--- src/rtl/fb_defines.sv ---
// Shared architectural constants for the fb register-file family.
// Register count is derived from the architectural address width so the two cannot disagree.
package fb_defines;

    localparam int ARCH_AW  = 5;
    localparam int XLEN_DEF = 32;
    localparam int NREG_DEF = 1 << ARCH_AW;

endpackage

--- src/rtl/fb_scoreboard.sv ---
// Busy-bit scoreboard: one bit per register, set by alloc, cleared by writes, wiped by flush.
// Lookup is combinational; state updates on the rising edge; no backpressure.
module fb_scoreboard
    import fb_defines::*;
#(
    parameter int NREG = NREG_DEF,
    parameter int NRD  = 2,
    parameter int NWR  = 2,
    parameter int AW   = $clog2(NREG)
) (
    input  logic              clk,
    input  logic              reset_n,
    input  logic [NRD*AW-1:0] raddr,
    input  logic [NWR-1:0]    we,
    input  logic [NWR*AW-1:0] waddr,
    input  logic              alloc_valid,
    input  logic [AW-1:0]     alloc_addr,
    input  logic              flush,
    output logic [NRD-1:0]    rbusy
);

    logic [NREG-1:0] busy_q;
    logic [NREG-1:0] busy_d;

    // Write clears first so a same-cycle alloc re-marks the register for its new producer.
    always_comb begin
        busy_d = busy_q;
        for (int w = 0; w < NWR; w++) begin
            if (we[w]) begin
                busy_d[waddr[w*AW +: AW]] = 1'b0;
            end
        end
        if (flush) begin
            busy_d = '0;
        end else if (alloc_valid) begin
            busy_d[alloc_addr] = 1'b1;
        end
        busy_d[0] = 1'b0;
    end

    always_ff @(posedge clk or negedge reset_n) begin
        if (!reset_n) begin
            busy_q <= '0;
        end else begin
            busy_q <= busy_d;
        end
    end

    always_comb begin
        logic [AW-1:0] ra;
        logic          hit;
        rbusy = '0;
        for (int p = 0; p < NRD; p++) begin
            ra  = raddr[p*AW +: AW];
            hit = 1'b0;
`ifdef FB_REGFILE_BYPASS_EN
            for (int w = 0; w < NWR; w++) begin
                if (we[w] && (waddr[w*AW +: AW] == ra) && (ra != '0)) begin
                    hit = 1'b1;
                end
            end
`endif
            // A forwarded write hides the old busy bit; only a same-cycle alloc keeps it set.
            rbusy[p] = reset_n & (hit ? busy_d[ra] : busy_q[ra]);
        end
    end

endmodule

--- src/rtl/fb_regfile_mp.sv ---
// Multi-port register file with x0 hardwired to zero and a busy scoreboard; build option FB_REGFILE_BYPASS_EN.
// Reads are combinational, writes commit on the rising edge (highest port wins); no backpressure.
module fb_regfile_mp
    import fb_defines::*;
#(
    parameter int XLEN = XLEN_DEF,
    parameter int NREG = NREG_DEF,
    parameter int NRD  = 2,
    parameter int NWR  = 2,
    parameter int AW   = $clog2(NREG)
) (
    input  logic                clk,
    input  logic                reset_n,
    input  logic [NRD*AW-1:0]   raddr,
    output logic [NRD*XLEN-1:0] rdata,
    output logic [NRD-1:0]      rbusy,
    input  logic [NWR-1:0]      we,
    input  logic [NWR*AW-1:0]   waddr,
    input  logic [NWR*XLEN-1:0] wdata,
    input  logic                alloc_valid,
    input  logic [AW-1:0]       alloc_addr,
    input  logic                flush
);

    logic [XLEN-1:0] regs_q [NREG];
    logic [XLEN-1:0] regs_d [NREG];

    always_comb begin
        regs_d = regs_q;
        for (int w = 0; w < NWR; w++) begin
            if (we[w]) begin
                regs_d[waddr[w*AW +: AW]] = wdata[w*XLEN +: XLEN];
            end
        end
        regs_d[0] = '0;
    end

    always_ff @(posedge clk or negedge reset_n) begin
        if (!reset_n) begin
            for (int r = 0; r < NREG; r++) begin
                regs_q[r] <= '0;
            end
        end else begin
            regs_q <= regs_d;
        end
    end

    always_comb begin
        logic [AW-1:0]   ra;
        logic [XLEN-1:0] val;
        rdata = '0;
        for (int p = 0; p < NRD; p++) begin
            ra  = raddr[p*AW +: AW];
            val = regs_q[ra];
`ifdef FB_REGFILE_BYPASS_EN
            for (int w = 0; w < NWR; w++) begin
                if (we[w] && (waddr[w*AW +: AW] == ra) && (ra != '0)) begin
                    val = wdata[w*XLEN +: XLEN];
                end
            end
`endif
            rdata[p*XLEN +: XLEN] = reset_n ? val : '0;
        end
    end

    fb_scoreboard #(
        .NREG (NREG),
        .NRD  (NRD),
        .NWR  (NWR),
        .AW   (AW)
    ) u_scoreboard (
        .clk         (clk),
        .reset_n     (reset_n),
        .raddr       (raddr),
        .we          (we),
        .waddr       (waddr),
        .alloc_valid (alloc_valid),
        .alloc_addr  (alloc_addr),
        .flush       (flush),
        .rbusy       (rbusy)
    );

endmodule

--- config.mk ---
export PLATFORM = sky130hd
export DESIGN_NAME = fb_regfile_mp
export DESIGN_NICKNAME = d
export VERILOG_FILES = /design/src/rtl/fb_defines.sv /design/src/rtl/fb_scoreboard.sv /design/src/rtl/fb_regfile_mp.sv
export SDC_FILE = /design/constraint.sdc
export NUM_CORES = 2
export LEC_CHECK = 0
export ABC_AREA = 1
export CAP_MARGIN = 20
export CORE_AREA = 2 2 368 297
export CTS_CLUSTER_DIAMETER = 50
export CTS_CLUSTER_SIZE = 40
export DETAILED_ROUTE_END_ITERATION = 6
export DIE_AREA = 0 0 370 299
export GPL_TIMING_DRIVEN = 0
export PLACE_DENSITY = 0.8
export SYNTH_ARGS = -nofsm -noshare
export SYNTH_HDL_FRONTEND = slang
export SYNTH_SLANG_ARGS = --single-unit
--- constraint.sdc ---
create_clock -name clk -period 2.6 [get_ports clk]
set_input_delay 0.52 -clock clk [delete_from_list [all_inputs] [get_ports clk]]
set_output_delay 0.52 -clock clk [all_outputs]
set_load 0.01 [all_outputs]
==> results of run 1 <==
==> cells in the mapped netlist (all sizes together) <==
cell type and instances:
nor3 18, clkbuf 838, dfrtp 1023, buf 165, nand4 2, nand2 2753
nand3 1759, clkinv 21, nor2 970, o22ai 721, inv 993, o21ai 1080
a21oi 236, o211ai 118
==> cells by family after synthesis <==
family	after synthesis	share of synthesized area
simple gates	5502	0.3366
compound gates	2155	0.1758
flops	1023	0.3756
buf+inv	2017	0.1121
==> per-layer routing <==
layer  global-route usage  GRT overflow
met3               0.7275             7
met4               0.6742            40
met2               0.8693            66
met5               0.4500             1
met1               0.8643             4
==> repair_timing <==
item                                    4_1_cts
buffers inserted                             54
hold endpoints to repair                     67
cloned                                       11
endpoints found under the setup margin      765
pin swaps                                   219
hold buffers                                  9
gates resized for setup                    1860
==> stage by stage <==
| stage | hold WS (ns) | cells |
|---|---|---|
| after CTS | -0.1083 | 12560 |
| after floorplan | 0.2244 | 10700 |
| after detailed placement | 0.4548 | 12270 |
| after global placement | 0.5231 | 12250 |
==> reports/metrics.cfg, run 1 <==
[status]
status=did not finish
haltStage=global routing (5_1_grt)
error_line=[ERROR GRT-0116] Global routing finished with congestion. Check the congestion regions in the DRC Viewer.

[grt]
grt_pass1_vias=91370
grt-ovfl-total=118
grt_use_total=0.7983
grt_pass1_wl_um=638400
grt_max_degree=165

[synth]
yosysTopAreaCell=dfrtp_1
synth_cells=10700
synth_top_area_frac=0.3756
synth.area.top_cells=dfrtp_1 38%, nand2_1 15%, nand3_1 13%
netlist_area_mm2=0.06817
syn-mean-instance-area_um2=6.372
ys_warn_count=0
synth_seq_area_share=0.3756
ys_ff_latch=1023
yosysUniqueCellTypes=20
synth_nets=10790

[placement]
place_ws_ns=-2.696
placed_area_mm2=0.07166
gp_congestion=1.374
io_buffers=122
dp_hpwl_um=323000

[floorplanning]
die_x_um=370
start_util=0.6345
num_rows=108
die_h_um=299
num_io_pins=161

[clock_tree]
cts_sinks=1023
htreeDepth=3
numCtsBuffers=109
cts-root-buf=clkbuf_16
clk_path_buf_depth=3

==> inputs of run 2 (changes only) <==
--- a/config.mk
+++ b/config.mk
@@ -7,13 +7,11 @@
 export LEC_CHECK = 0
 export ABC_AREA = 1
 export CAP_MARGIN = 20
-export CORE_AREA = 2 2 368 297
-export CTS_CLUSTER_DIAMETER = 50
-export CTS_CLUSTER_SIZE = 40
+export CORE_AREA = 2 2 416 418
 export DETAILED_ROUTE_END_ITERATION = 6
-export DIE_AREA = 0 0 370 299
+export DIE_AREA = 0 0 418 420
 export GPL_TIMING_DRIVEN = 0
-export PLACE_DENSITY = 0.8
+export PLACE_DENSITY_LB_ADDON = 0.15
 export SYNTH_ARGS = -nofsm -noshare
 export SYNTH_HDL_FRONTEND = slang
 export SYNTH_SLANG_ARGS = --single-unit
==> reports/metrics.cfg, run 2 <==
[grt]
grt_use_total=0.5847
grt_max_degree=135
antenna_found_initial=23
grt_pass1_wl_um=698500
grt-ovfl-total=0
grt_pass1_vias=82970

[finish]
drive_gt1_frac=0.2005
layout_commonest_cell=nand2_1
largest-register=regs_q
fillers=17240
syn2layout_area_growth_pct=29.89
final_cell_mix=2,502 x nand2_1, 1,220 x nand3_1, 1,062 x o21ai_0
nNetsFinal=11250
top_regs=regs_q (992), u_scoreboard.busy_q (31)
fin_area_mm2=0.08854
largest_reg_flops=992

[sta]
tns_ns=-50.20
worst_pin_slew_ns=1.334
finClkSkew_ns=0
final-hold-violation-count=0
rsz0062_at_grt=yes
setup_viol_count_final=580
period_share=1.142
slew_viol_final=0
setup_ws_ns=-0.3691
min_period_ns=2.969
relSlewSlack=0.1108
fmax_ghz=0.3368

[synth]
synth_seq_area_share=0.3756  ; unchanged
synthArstFlopShare=1.000  ; unchanged
synth_cells=10700  ; unchanged
synth_most_common_cell=nand2_1
synth_edf_count=0  ; unchanged
synth_top_area_frac=0.3756  ; unchanged
ys_ff_latch=1023  ; unchanged
netlist_area_mm2=0.06817  ; unchanged
synth.area.top_cells=dfrtp_1 38%, nand2_1 15%, nand3_1 13%
synth_common_cells=2,753 x nand2_1, 1,759 x nand3_1, 1,062 x o21ai_0
synth_nets=10790  ; unchanged
ys.flop_type=dfrtp_1
yosysTopAreaCell=dfrtp_1
ys_warn_count=0  ; unchanged
syn-mean-instance-area_um2=6.372  ; unchanged
yosysUniqueCellTypes=20  ; unchanged

[detailed_routing]
initialDrtViolationCount=18730
vias_per_cell=6.869
wl_per_cell_um=39.46
drt-total-wl_um=533900
drtAntennaViolNets=0
vias=92930
drt_pass1_iterations=7
drc=8

[clock_tree]
numCtsBuffers=135  ; +24%
htreeDepth=4  ; +1
cts_tree=yes
cts_sinks=1023  ; unchanged
cts-root-buf=clkbuf_16
clk_path_buf_depth=3  ; unchanged
path_clk_slew_ns=0.06
clk_latency_ns=0.87

[power]
power.total_mw=67.22
p_seq_frac=0.343
cell_internal_pwr_mw=39.51
p_clk_frac=0.308
vdd_drop_max_mv=0.5965
combPwrFrac=0.349
p_sw_mw=27.71
cellPowerDensity_mw_per_mm2=759.2
power_leakage_nw=41.59
swShare=0.4122

[floorplanning]
coreArea_mm2=0.1710
die_x_um=418  ; +13%
num_rows=152  ; +41%
start_util=0.3987  ; -0.2358
num_io_pins=161  ; unchanged
dieArea_mm2=0.1756
die_h_um=420  ; +40%

[min_path]
hold_path.class=input port to async pin

[worst_setup_path]
end_kind=output pin
worst_setup_path_start_kind=input port
critPathArrivalTime_ns=2.45
cp_data_required_time_ns=2.08
path_class=input port to output pin
critPathMaxFanout=6

[status]
status=finished, violations left
violations=DRC, setup timing

[run]
timing.max_cap.violations=0

[placement]
gp_congestion=1.145  ; -17%
placed_area_mm2=0.07330  ; +2.3%
io_buffers=122  ; unchanged
dp_hpwl_um=408200  ; +26%

run 2: cell counts after synthesis:
Identical to the previous run, type by type.
run 2: final timing paths:
kind / from / endpoint / slack (ns) / cells past startpoint
max reg2reg: regs_q[799] / regs_q[799] / 1.47 / 4
max in group asynchronous: reset_n / u_scoreboard.busy_q[18] / 0.83 / 5
min reg2reg: regs_q[748] / regs_q[748] / 0.54 / 2
min: reset_n / regs_q[980] / 0.01 / 3
min in group clk: wdata[31] / regs_q[95] / 0.13 / 3
max: raddr[3] / rdata[3] / -0.37 / 11
run 2: cell families (layout without fill, tap and decap cells):
logic type | count (synthesis) | in the layout | share of synthesized area
buf+inv | 2017 | 2586 | 0.1121
compound gates | 2155 | 2155 | 0.1758
flops | 1023 | 1023 | 0.3756
other cells | 0 | 30 | 0
simple gates | 5502 | 5502 | 0.3366
run 2: critical path, cell delays in order:
cell and delay (ns):
buf_4 0.21, inv_2 0.12, clkbuf_4 0.21, buf_12 0.23
buf_12 0.18, buf_8 0.17, nand3_1 0.16, nand2_2 0.19
nor2_2 0.07, nor2_4 0.21, buf_6 0.13
run 2: layout make-up:
type | count | area, µm² | area share
Antenna cell | 30 | 75.07 | 0.0008479
Buffer | 1000 | 7156 | 0.08082
Clock buffer | 205 | 4083 | 0.04611
Clock inverter | 40 | 566.8 | 0.006401
Inverter | 1014 | 3924 | 0.04432
Multi-Input combinational cell | 7657 | 40000 | 0.4517
Sequential cell | 1023 | 25650 | 0.2897
Tap cell | 2233 | 2794 | 0.03156
Timing Repair Buffer | 327 | 4297 | 0.04853
run 2: what timing repair did:
action                     in CTS  in global routing
gates cloned                   26                  8
pin swaps                     189                347
hold endpoints to repair      311                  0
buffers inserted               54                 38
gates resized for setup      2047               1077
hold buffers                   17                  0
setup endpoints to repair    1009                785
run 2: stage by stage:
stage                       util  instances  hold slack [ns]  worst slack (ns)
final                     0.5179      13530          0.01019           -0.3691
after global routing      0.5175      13510         0.007883           -0.2707
after CTS                 0.4965      13450         0.001179           -0.2306
after detailed placement  0.4287      13110           0.5057            -3.027
after global placement    0.4222      13050           0.5244            -49.40
after floorplan                -      10700           0.2244            0.2015
run 2: power groups by stage:
| stage | combinational, mW | clock [mW] | sequential [mW] |
|---|---|---|---|
| 2_1_floorplan | 11.4 | 0 | 21.8 |
| 3_3_place_gp | 18.2 | 0 | 23.0 |
| 3_5_place_dp | 18.9 | 0 | 22.9 |
| 4_1_cts | 20.7 | 20.3 | 22.7 |
| 5_1_grt | 24.4 | 21.0 | 23.3 |
| 6_report | 23.4 | 20.7 | 23.1 |
run 2: routing by layer:
layer  GRT usage  vias to the layer above  part of all wire
met3      0.2517                     2347              0.16
met4      0.5650                       14              0.13
met1      0.7226                    44600              0.35
met5     0.01000                        -            0.0011
met2      0.7403                     9758              0.36
li1            -                    36210                 -
Power figures use the tool's default switching activity.
